<file path="src/rtl/sdp_y_alu_pkg.sv">
// Shared definitions for the SDP Y ALU input arbiter.
//   arb_state_e : arbiter FSM states (IDLE / GRANT0 / GRANT1)
//   DATA_W_DEF  : default payload width for every channel
//   CNT_W       : width of the per-grant beat counter
package sdp_y_alu_pkg;

    typedef enum logic [1:0] {
        IDLE   = 2'd0,
        GRANT0 = 2'd1,
        GRANT1 = 2'd2
    } arb_state_e;

    localparam int DATA_W_DEF = 128;
    localparam int CNT_W      = 4;

endpackage

</file>
<file path="src/rtl/sdp_y_alu_in_pipe.sv">
// Single-stage valid/ready holding register with stall hold.
// Ports:
//   clk, rst                 : clock, asynchronous active-high reset
//   in_vld/in_rdy/in_pd/in_src : upstream beat and its requester index
//   out_vld/out_rdy/out_pd/out_src : registered downstream beat
// in_rdy is high when the register is empty or draining this cycle, so a
// drain and a refill in the same cycle keep out_vld high with no bubble.
module sdp_y_alu_in_pipe
    import sdp_y_alu_pkg::*;
#(
    parameter int DATA_W = DATA_W_DEF
) (
    input  logic              clk,
    input  logic              rst,
    input  logic              in_vld,
    output logic              in_rdy,
    input  logic [DATA_W-1:0] in_pd,
    input  logic              in_src,
    output logic              out_vld,
    input  logic              out_rdy,
    output logic [DATA_W-1:0] out_pd,
    output logic              out_src
);

    assign in_rdy = !out_vld || out_rdy;

    always_ff @(posedge clk or posedge rst) begin
        if (rst) begin
            out_vld <= 1'b0;
            out_pd  <= '0;
            out_src <= 1'b0;
        end else if (in_vld && in_rdy) begin
            out_vld <= 1'b1;
            out_pd  <= in_pd;
            out_src <= in_src;
        end else if (out_rdy) begin
            out_vld <= 1'b0;
        end
    end

endmodule

</file>
<file path="src/rtl/sdp_y_alu_in_arb.sv">
// Two-requester arbiter feeding the SDP Y ALU input channel.
// Ports:
//   nvdla_core_clk, nvdla_core_rst : clock, asynchronous active-high reset
//   req0_*  : operand stream (valid/ready/payload)
//   req1_*  : bypass/constant stream (valid/ready/payload)
//   chn_alu_in_* : arbitrated, registered output channel; _src is the
//                  requester index of the beat on _pd
//   arb_busy : high while a grant is held
// A grant lasts up to BURST_LEN accepted beats or until the granted
// requester drops valid; IDLE then re-arbitrates one cycle later.
// Build option: SDP_Y_ALU_IN_ARB_STRICT_PRIO_EN makes requester 0 win every
// tie and removes the round-robin pointer.
module sdp_y_alu_in_arb
    import sdp_y_alu_pkg::*;
#(
    parameter int DATA_W    = DATA_W_DEF,
    parameter int BURST_LEN = 4
) (
    input  logic              nvdla_core_clk,
    input  logic              nvdla_core_rst,
    input  logic              req0_vld,
    output logic              req0_rdy,
    input  logic [DATA_W-1:0] req0_pd,
    input  logic              req1_vld,
    output logic              req1_rdy,
    input  logic [DATA_W-1:0] req1_pd,
    output logic              chn_alu_in_vld,
    input  logic              chn_alu_in_rdy,
    output logic [DATA_W-1:0] chn_alu_in_pd,
    output logic              chn_alu_in_src,
    output logic              arb_busy
);

    arb_state_e        state, nxt;
    logic [CNT_W-1:0]  cnt;
    logic [CNT_W-1:0]  cnt_inc;
    logic              accept_ok;
    logic              g_vld;
    logic [DATA_W-1:0] g_pd;
    logic              g_src;
    logic              acc;
    logic              tie_pick1;

`ifdef SDP_Y_ALU_IN_ARB_STRICT_PRIO_EN
    assign tie_pick1 = 1'b0;
`else
    logic rr_ptr;
    assign tie_pick1 = rr_ptr;
`endif

    assign arb_busy = (state != IDLE);
    assign req0_rdy = (state == GRANT0) && accept_ok;
    assign req1_rdy = (state == GRANT1) && accept_ok;

    assign g_src   = (state == GRANT1);
    assign g_vld   = arb_busy && (g_src ? req1_vld : req0_vld);
    assign g_pd    = g_src ? req1_pd : req0_pd;
    assign acc     = g_vld && accept_ok;
    assign cnt_inc = cnt + 1'b1;

    always_comb begin
        nxt = state;
        case (state)
            IDLE: begin
                if (req0_vld && req1_vld) nxt = tie_pick1 ? GRANT1 : GRANT0;
                else if (req0_vld)        nxt = GRANT0;
                else if (req1_vld)        nxt = GRANT1;
            end
            GRANT0, GRANT1: begin
                // Burst limit counts the beat accepted this cycle; a dropped
                // valid can never coincide with an accept.
                if ((acc && cnt_inc == CNT_W'(BURST_LEN)) || !g_vld) nxt = IDLE;
            end
            default: nxt = IDLE;
        endcase
    end

    always_ff @(posedge nvdla_core_clk or posedge nvdla_core_rst) begin
        if (nvdla_core_rst) begin
            state <= IDLE;
            cnt   <= '0;
        end else begin
            state <= nxt;
            // Held at zero in IDLE so every grant starts from a clean count.
            if (state == IDLE) cnt <= '0;
            else if (acc)      cnt <= cnt_inc;
        end
    end

`ifndef SDP_Y_ALU_IN_ARB_STRICT_PRIO_EN
    always_ff @(posedge nvdla_core_clk or posedge nvdla_core_rst) begin
        if (nvdla_core_rst)              rr_ptr <= 1'b0;
        else if (arb_busy && nxt == IDLE) rr_ptr <= (state == GRANT0);
    end
`endif

    sdp_y_alu_in_pipe #(.DATA_W(DATA_W)) u_pipe (
        .clk     (nvdla_core_clk),
        .rst     (nvdla_core_rst),
        .in_vld  (g_vld),
        .in_rdy  (accept_ok),
        .in_pd   (g_pd),
        .in_src  (g_src),
        .out_vld (chn_alu_in_vld),
        .out_rdy (chn_alu_in_rdy),
        .out_pd  (chn_alu_in_pd),
        .out_src (chn_alu_in_src)
    );

endmodule
</file>
<file path="config.mk">
export PLATFORM = sky130hd
export DESIGN_NAME = sdp_y_alu_in_arb
export DESIGN_NICKNAME = d
export VERILOG_FILES = /design/src/rtl/sdp_y_alu_pkg.sv /design/src/rtl/sdp_y_alu_in_pipe.sv /design/src/rtl/sdp_y_alu_in_arb.sv
export SDC_FILE = /design/constraint.sdc
export NUM_CORES = 1
export LEC_CHECK = 0
export ABC_AREA = 0
export ABC_CLOCK_PERIOD_IN_PS = 4700
export CORE_AREA = 2 2 153 155
export DETAILED_ROUTE_END_ITERATION = 12
export DIE_AREA = 0 0 155 157
export PLACE_DENSITY = 0.66
export SLEW_MARGIN = 20
export SYNTH_ARGS = -nofsm -noshare
export SYNTH_HDL_FRONTEND = slang
export SYNTH_SLANG_ARGS = --single-unit
</file>
<file path="constraint.sdc">
create_clock -name nvdla_core_clk -period 4.7 [get_ports nvdla_core_clk]
set_input_delay 1.175 -clock nvdla_core_clk [delete_from_list [all_inputs] [get_ports nvdla_core_clk]]
set_output_delay 1.175 -clock nvdla_core_clk [all_outputs]
set_load 0.1 [all_outputs]
</file>
* After elaboration in Yosys (flattened, before gate mapping)
Index checks and enable logic that the tools add are counted.
Operators by class: $add $sub $neg 1, equality and inequality tests 3, muxes and demuxes 12, reductions and logical operators 17
Operators by type and width (count):
- 128-bit two-way mux | 1
- 2-bit two-way mux | 5
- 4-bit two-way mux | 2
- 1-bit logical AND | 7
- 2-bit nonzero test | 3
- 4-bit by 1-bit adder with 4-bit output, second input constant | 1
- 4-bit by 3-bit equality test with 1-bit output, second input constant | 1
- 2-bit logical NOT | 2
- 2-bit one-hot mux with 2 select lines | 1
- 1-bit two-way mux | 3
- 2-bit by 1-bit equality test with 1-bit output, second input constant | 1
- 2-bit equality test, second input constant | 1
- 1-bit logical NOT | 2
- 1-bit logical OR | 2
- 2-bit OR reduction | 1
Storage, ports and cells: register bits 137, bits of input ports 261, word-level logic and storage cells 39

* Logic depth before layout (Yosys ltp)
Gate-level depths: netlist of run 1.
word-level depth 10, gate-level depth with buffers 9, gate-level depth less buffers 6

* By module
From an unflattened synthesis of run 1, not the netlist that was laid out.
Second synthesis, totals: cell total of the unflattened synthesis 473, area, all modules 7324.5 µm²
Modules (own cells, without submodules):
- sdp_y_alu_in_pipe | times used 1, cells an instance 277, area each 5266.3 µm²
- sdp_y_alu_in_arb | times used 1, cells an instance 196, area each 2058.2 µm²

* Least setup slack after synthesis of run 1
No wires, ideal clock.
path type reg2out, from reg state[0], to out req1_rdy, arrival time 2186 ps, required time 3525 ps, path slack 1339 ps, stages on the path, launching flop included 7, path buffers 3, cells stage by stage dfrtp_1 -> inv_1 -> ha_1 -> buf_2 -> buf_2 -> buf_1 -> and2_1
On the way: word-level cells in the longest chain between the ends 2
RTL lines:
- start, declared | line sdp_y_alu_in_arb.sv:34 | arb_state_e state, nxt;
- start signal, assigned | line sdp_y_alu_in_arb.sv:83 | state <= nxt;
- 2-bit equality test
- named net g_src | line sdp_y_alu_in_arb.sv:40 | logic g_src;
- 1-bit logical AND | line sdp_y_alu_in_arb.sv:53 | assign req1_rdy = (state == GRANT1) && accept_ok;
- end, declared | line sdp_y_alu_in_arb.sv:25 | output logic req1_rdy,
The timed path passes the listed nets, and every way through them passes these cells.

* Worst setup path after layout of run 1
from reg state[0], to out arb_busy
On the way: word-level cells in the longest chain between the ends 1
RTL lines:
- 2-bit nonzero test | line sdp_y_alu_in_arb.sv:51 | assign arb_busy = (state != IDLE);
- end, declared | line sdp_y_alu_in_arb.sv:31 | output logic arb_busy
Every way passes these cells.

==> results of run 1 <==
[cell type report]
cell class / count / area share (%)
Timing Repair Buffer: 400 / 36.3
Clock inverter: 12 / 1.27
Tap cell: 285 / 3.20
Sequential cell: 137 / 30.7
Clock buffer: 20 / 3.92
Multi-Input combinational cell: 427 / 24.4
Inverter: 4 / 0.168
[critical path: stages, from the launching register on]
cell and delay (ps):
dfrtp_1 420, inv_1 150, ha_1 360, clkinv_1 290, clkdlybuf4s50_1 1060
[state kept, by name (all words and copies together), names as in the netlist]
name and cells:
u_pipe.out_vld 1, u_pipe.out_src 1, rr_ptr 1, u_pipe.out_pd 128, state 2, cnt 4
[worst paths after layout]
check                                           endpoint               start
max                                             arb_busy  state[0]$_DFF_PP0_
min                                   cnt[3]$_DFFE_PP0P_  cnt[3]$_DFFE_PP0P_
max reg2reg                u_pipe.out_pd[67]$_DFFE_PP0P_  state[0]$_DFF_PP0_
min reg2reg                           cnt[3]$_DFFE_PP0P_  cnt[3]$_DFFE_PP0P_
max in group asynchronous  u_pipe.out_pd[37]$_DFFE_PP0P_      nvdla_core_rst
min in group asynchronous  u_pipe.out_pd[63]$_DFFE_PP0P_      nvdla_core_rst
[metal layers]
metal | wire [µm] | up-vias | global-route usage (%)
li1 | - | 2881 | -
met1 | 7820 | 2673 | 17.4
met2 | 10300 | 226 | 28.1
met3 | 1670 | 17 | 5.70
met4 | 276 | 0 | 4.67
met5 | 0 | - | 0
[synthesized netlist by cell type]
library cell / count
a21o_1: 1
a21oi_1: 132
a31oi_1: 1
and2_1: 2
buf_1: 3
buf_2: 27
clkbuf_1: 14
clkinv_1: 1
dfrtp_1: 137
ha_1: 5
inv_1: 3
mux2_2: 2
mux2i_1: 130
nand2_1: 5
nand2b_1: 3
nand3_1: 1
nand4_1: 2
nor2_1: 131
nor2b_1: 1
nor3_2: 1
o211ai_1: 2
o21ai_0: 2
o311ai_0: 1
o31ai_1: 1
or3_1: 3
xor2_1: 1
[cell families (layout without fill, tap and decap cells)]
family                   after synthesis  after routing  synth area share [%]
AO/OA/AOI/OAI                        140            140                  11.3
XOR/XNOR                               1              1                 0.138
adder cells (fa/ha/maj)                5              5                 0.986
buffers and inverters                 48            436                  3.37
flip-flops                           137            137                  54.0
multiplexers                         132            132                  20.9
AND/OR/NAND/NOR                      149            149                  9.36
[per-stage QoR]
step	setup slack [ps]	std cells	utilization, %
after floorplan	1340	612	-
after global placement	1210	1252	46.9
after detailed placement	1200	1252	46.9
after CTS	810	1284	49.5
after global routing	680	1285	49.5
final	833	1285	49.5
==> run_results.csv, run 1 <==
group,metric,value,unit
clock_tree,clk_latency,410,ps
setup_path,rrSetupSlack,2220,ps
floorplanning,core_area,0.0225,mm²
timing,rsz0062_at_grt,"no",
clock_tree,cts_resized,0,
worst_hold_path,hold_path.class,"flip-flop to flip-flop",
floorplanning,io_pins,394,
timing,clock_skew,12.5,ps
clock_tree,clockBufferDepth,2,
global_routing,grt_overflow,0,
outcome,status,"complete, no violations",
synthesis,synth_top_area_share,54.0,%
finish,final_area,0.0111,mm²
drt,via_count,5797,
synthesis,seq_area_frac_synth,54.0,%
floorplanning,die_area,0.0243,mm²
synthesis,synth_area,0.00635,mm²
setup_path,worstPathArrival,2690,ps
setup_path,critical_path.max_fanout,8,
place,place_hpwl,15200,µm
setup_path,required,3520,ps
finish,nets,1253,
finish,diodes,0,
synthesis,ys_types,26,
clock_tree,cts-root-buf,"clkbuf_16",
synthesis,yosysWarnings,0,
timing,tightestPinTransition,1090,ps
floorplanning,fp.dieW,155,µm
drt,dr.pass1.iters,4,
timing,hold_viol,0,
floorplanning,fp-row-count,55,
setup_path,cp-end-kind,"output port",
synthesis,synth.avg_cell_area,10.4,µm²
finish,ff_latch_area,0.00343,mm²
clock_tree,cts_setup_buffers,0,
finish,multi_input_area,0.00272,mm²
timing,tns,0,ps
synthesis,ys_ff_latch,137,
setup_path,critPathKind,"flip-flop to output port",
timing,clock.fmax,259,MHz
timing,period_needed,3870,ps
clock_tree,clkSlewWorstSetupHoldPaths,50,ps
setup_path,crit_path_start_kind,"flip-flop",
place,portBuffers,393,
finish,final_common_cell,"clkdlybuf4s50_1",
drt,drt-total-wl,20000,µm
global_routing,grt_antenna_before_repair,0,
floorplanning,chipHeight,157,µm
worst_hold_path,min_path_cells,1,
timing,finalMaxSlewViolations,0,
timing,setup_viol,0,
global_routing,grt_pass1_vias,5507,
job,maxCapViolations,0,
timing,hold_ws,469,ps
synthesis,yosysTopAreaCell,"dfrtp_1",
drt,drt_iter0_drc,208,
floorplanning,initial_core_util,28.2,%
timing,max_slew_margin,27.5,%
finish,final_cell_mix,"clkdlybuf4s50_1, dfrtp_1, a21oi_1",
synthesis,yosys-top-cells-area,"dfrtp_1, mux2i_1, a21oi_1",
place,place_area,0.0106,mm²
clock_tree,numClockSinks,137,
global_routing,grt_start_max_net_pins,149,
place,gp_congestion,0.750,
global_routing,grtUsageTotal,15.7,%
clock_tree,htreeDepth,4,
clock_tree,cts_buffers,17,
drt,drtAntennaViolNets,0,
clock_tree,cts_tree,"yes",
setup_path,reg2reg_depth,5,
finish,layout-drive-gt1-share,4.30,%
timing,fin_crit_sh,82.3,%
synthesis,syn_nets,878,
drt,remaining_drc_errors,0,
drt,drt-vias-per-instance,4.51,
synthesis,syn_inst,612,
clock_tree,postCtsHoldBufs,0,
finish,num-fill-cells,2123,
drt,routedWlPerCell,15.6,µm
finish,syn2layout_area_growth,75.7,%
global_routing,grt_first_pass_wirelength,29600,µm
Power of run 1 is not shown: default switching activity piles up to over one toggle a cycle in this logic, so the estimate is an artifact.
==> run 2, diff against run 1 <==
--- a/config.mk
+++ b/config.mk
@@ -6,7 +6,7 @@
 export NUM_CORES = 1
 export LEC_CHECK = 0
 export ABC_AREA = 0
-export ABC_CLOCK_PERIOD_IN_PS = 4700
+export ABC_CLOCK_PERIOD_IN_PS = 3400
 export CORE_AREA = 2 2 153 155
 export DETAILED_ROUTE_END_ITERATION = 12
 export DIE_AREA = 0 0 155 157
==> constraint.sdc (replaced) <==
create_clock -name nvdla_core_clk -period 3.4 [get_ports nvdla_core_clk]
set_input_delay 0.85 -clock nvdla_core_clk [delete_from_list [all_inputs] [get_ports nvdla_core_clk]]
set_output_delay 0.85 -clock nvdla_core_clk [all_outputs]
set_load 0.1 [all_outputs]
==> run 2 against run 1 <==
  * Worst hold slack improved by 7.4 ps
  * Setup slack lost 270 ps
  * Clock skew rose by 1.2 ps
  * Cell area fell by 2.6%
  * Cell count grew 0.16%
  * Core utilization decreased by 1.3 points
  * Clock-buffer cell count down 1
  * First-iteration DRC count is 12% lower
  * Non-clock buffer count up 3
  * Critical path type unchanged
  * Highest routed layer unchanged
==> run_results.csv, run 2 (synthesis results as in run 1) <==
group,metric,value,unit
setup_path,rrSetupSlack,1250,ps
global_routing,grtUsageTotal,15.9,%
setup_path,critPathKind,"flip-flop to output port",
clock_tree,cts-root-buf,"clkbuf_16",
floorplanning,fp.dieW,155,µm
timing,rsz0062_at_grt,"no",
drt,drt_iter0_drc,184,
finish,syn2layout_area_growth,71.1,%
finish,ff_latch_area,0.00343,mm²
clock_tree,clkSlewWorstSetupHoldPaths,50,ps
finish,final_cell_mix,"clkdlybuf4s50_1, dfrtp_1, buf_4",
finish,fin_util,48.3,%
floorplanning,core_area,0.0225,mm²
setup_path,required,2550,ps
timing,hold_viol,0,
timing,max_slew_margin,43.8,%
setup_path,r2r_end,"u_pipe.out_pd[2]$_DFFE_PP0P_",
worst_hold_path,hold_path.class,"flip-flop to flip-flop",
timing,tns,0,ps
global_routing,grt_antenna_before_repair,0,
setup_path,crit_path_start_kind,"flip-flop",
place,place_inst,1256,
timing,tightestPinTransition,843,ps
drt,remaining_drc_errors,0,
clock_tree,cts_buffers,17,
finish,biggestRegsByFlops,"u_pipe.out_pd (128), cnt (4), state (2)",
timing,period_needed,2840,ps
timing,setup_viol,0,
global_routing,grt_overflow,0,
finish,final_common_cell,"clkdlybuf4s50_1",
floorplanning,io_pins,394,
setup_path,r2r_start,"state[0]$_DFF_PP0_",
timing,finalMaxSlewViolations,0,
finish,largest_reg_flops,128,
drt,drt-total-wl,20000,µm
job,maxCapViolations,0,
finish,diodes,0,
drt,drtAntennaViolNets,0,
drt,dr.pass1.iters,4,
clock_tree,numClockSinks,137,
global_routing,grt_first_pass_wirelength,30300,µm
finish,layout-drive-gt1-share,17.8,%
timing,clock_skew,13.7,ps
floorplanning,chipHeight,157,µm
global_routing,grt_pass1_vias,5634,
setup_path,worstPathArrival,1990,ps
global_routing,grt_start_max_net_pins,85,
finish,final_cells,1287,
place,gp_congestion,0.741,
setup_path,cp-startpoint,"state[0]$_DFF_PP0_",
drt,routedWlPerCell,15.5,µm
finish,multi_input_area,0.00272,mm²
setup_path,reg2reg_depth,7,
clock_tree,postCtsHoldBufs,0,
setup_path,crit_end,"arb_busy",
clock_tree,clk_latency,410,ps
setup_path,cp-end-kind,"output port",
setup_path,critical_path.max_fanout,8,
finish,num-fill-cells,2149,
floorplanning,die_area,0.0243,mm²
floorplanning,initial_core_util,28.2,%
finish,regMostFlops,"u_pipe.out_pd",
clock_tree,clockBufferDepth,2,
outcome,status,"complete, no violations",
place,portBuffers,393,
clock_tree,cts_setup_buffers,0,
floorplanning,fp-row-count,55,
timing,clock.fmax,352,MHz
finish,nets,1256,
clock_tree,htreeDepth,4,
worst_hold_path,min_path_cells,1,
clock_tree,cts_tree,"yes",
drt,via_count,5741,
place,place_hpwl,15200,µm
timing,hold_ws,476,ps
drt,drt-vias-per-instance,4.46,
timing,fin_crit_sh,83.5,%
clock_tree,cts_resized,0,
-- run 2: changes by cell type in the layout (fill, tap and decap cells not counted), sizes merged --
cell           delta
buf             +134
clkbuf            -1
clkdlybuf4s50   -131
clkinv            +4
clkinvlp          -3
inv               -1
-- run 2: metal layers --
layer / share of wire (%) / global-route usage, % / up-vias
met5: 0 / 0 / -
met4: 1.1 / 4.94 / 0
met3: 7.6 / 4.57 / 13
met2: 52 / 28.3 / 225
met1: 40 / 18.5 / 2616
li1: - / - / 2887
-- run 2: cell type report --
| class | count | share of cell area (%) |
|---|---|---|
| sequential | 137 | 31.6 |
| inverter | 4 | 0.173 |
| multi-input combinational | 427 | 25.1 |
| clock buffer | 19 | 4.08 |
| clock inverter | 12 | 1.30 |
| timing repair buffer | 403 | 34.5 |
| tap | 285 | 3.28 |
-- run 2: worst min-delay path by stage --
stage,start,endpoint,slack (ps)
after global routing,cnt[3]$_DFFE_PP0P_,cnt[3]$_DFFE_PP0P_,500
after CTS,cnt[3]$_DFFE_PP0P_,cnt[3]$_DFFE_PP0P_,480
final,cnt[3]$_DFFE_PP0P_,cnt[3]$_DFFE_PP0P_,480
after detailed placement,cnt[3]$_DFFE_PP0P_,cnt[3]$_DFFE_PP0P_,470
after floorplan,cnt[3]$_DFFE_PP0P_,cnt[3]$_DFFE_PP0P_,440
after global placement,cnt[3]$_DFFE_PP0P_,cnt[3]$_DFFE_PP0P_,470
-- run 2: critical path, stage by stage (launching register included) --
cell,delay [ps]
dfrtp_1,420
inv_1,150
ha_1,360
clkinv_1,320
buf_4,330
-- run 2: through the flow --
step / setup WS [ps] / cell area [µm²]
finish: 561 / 10900
global placement: 614 / 10300
CTS: 536 / 10900
floorplan: 364 / 6350
global route: 424 / 10900
detailed placement: 531 / 10300
Power of run 2 is left out for the same reason.
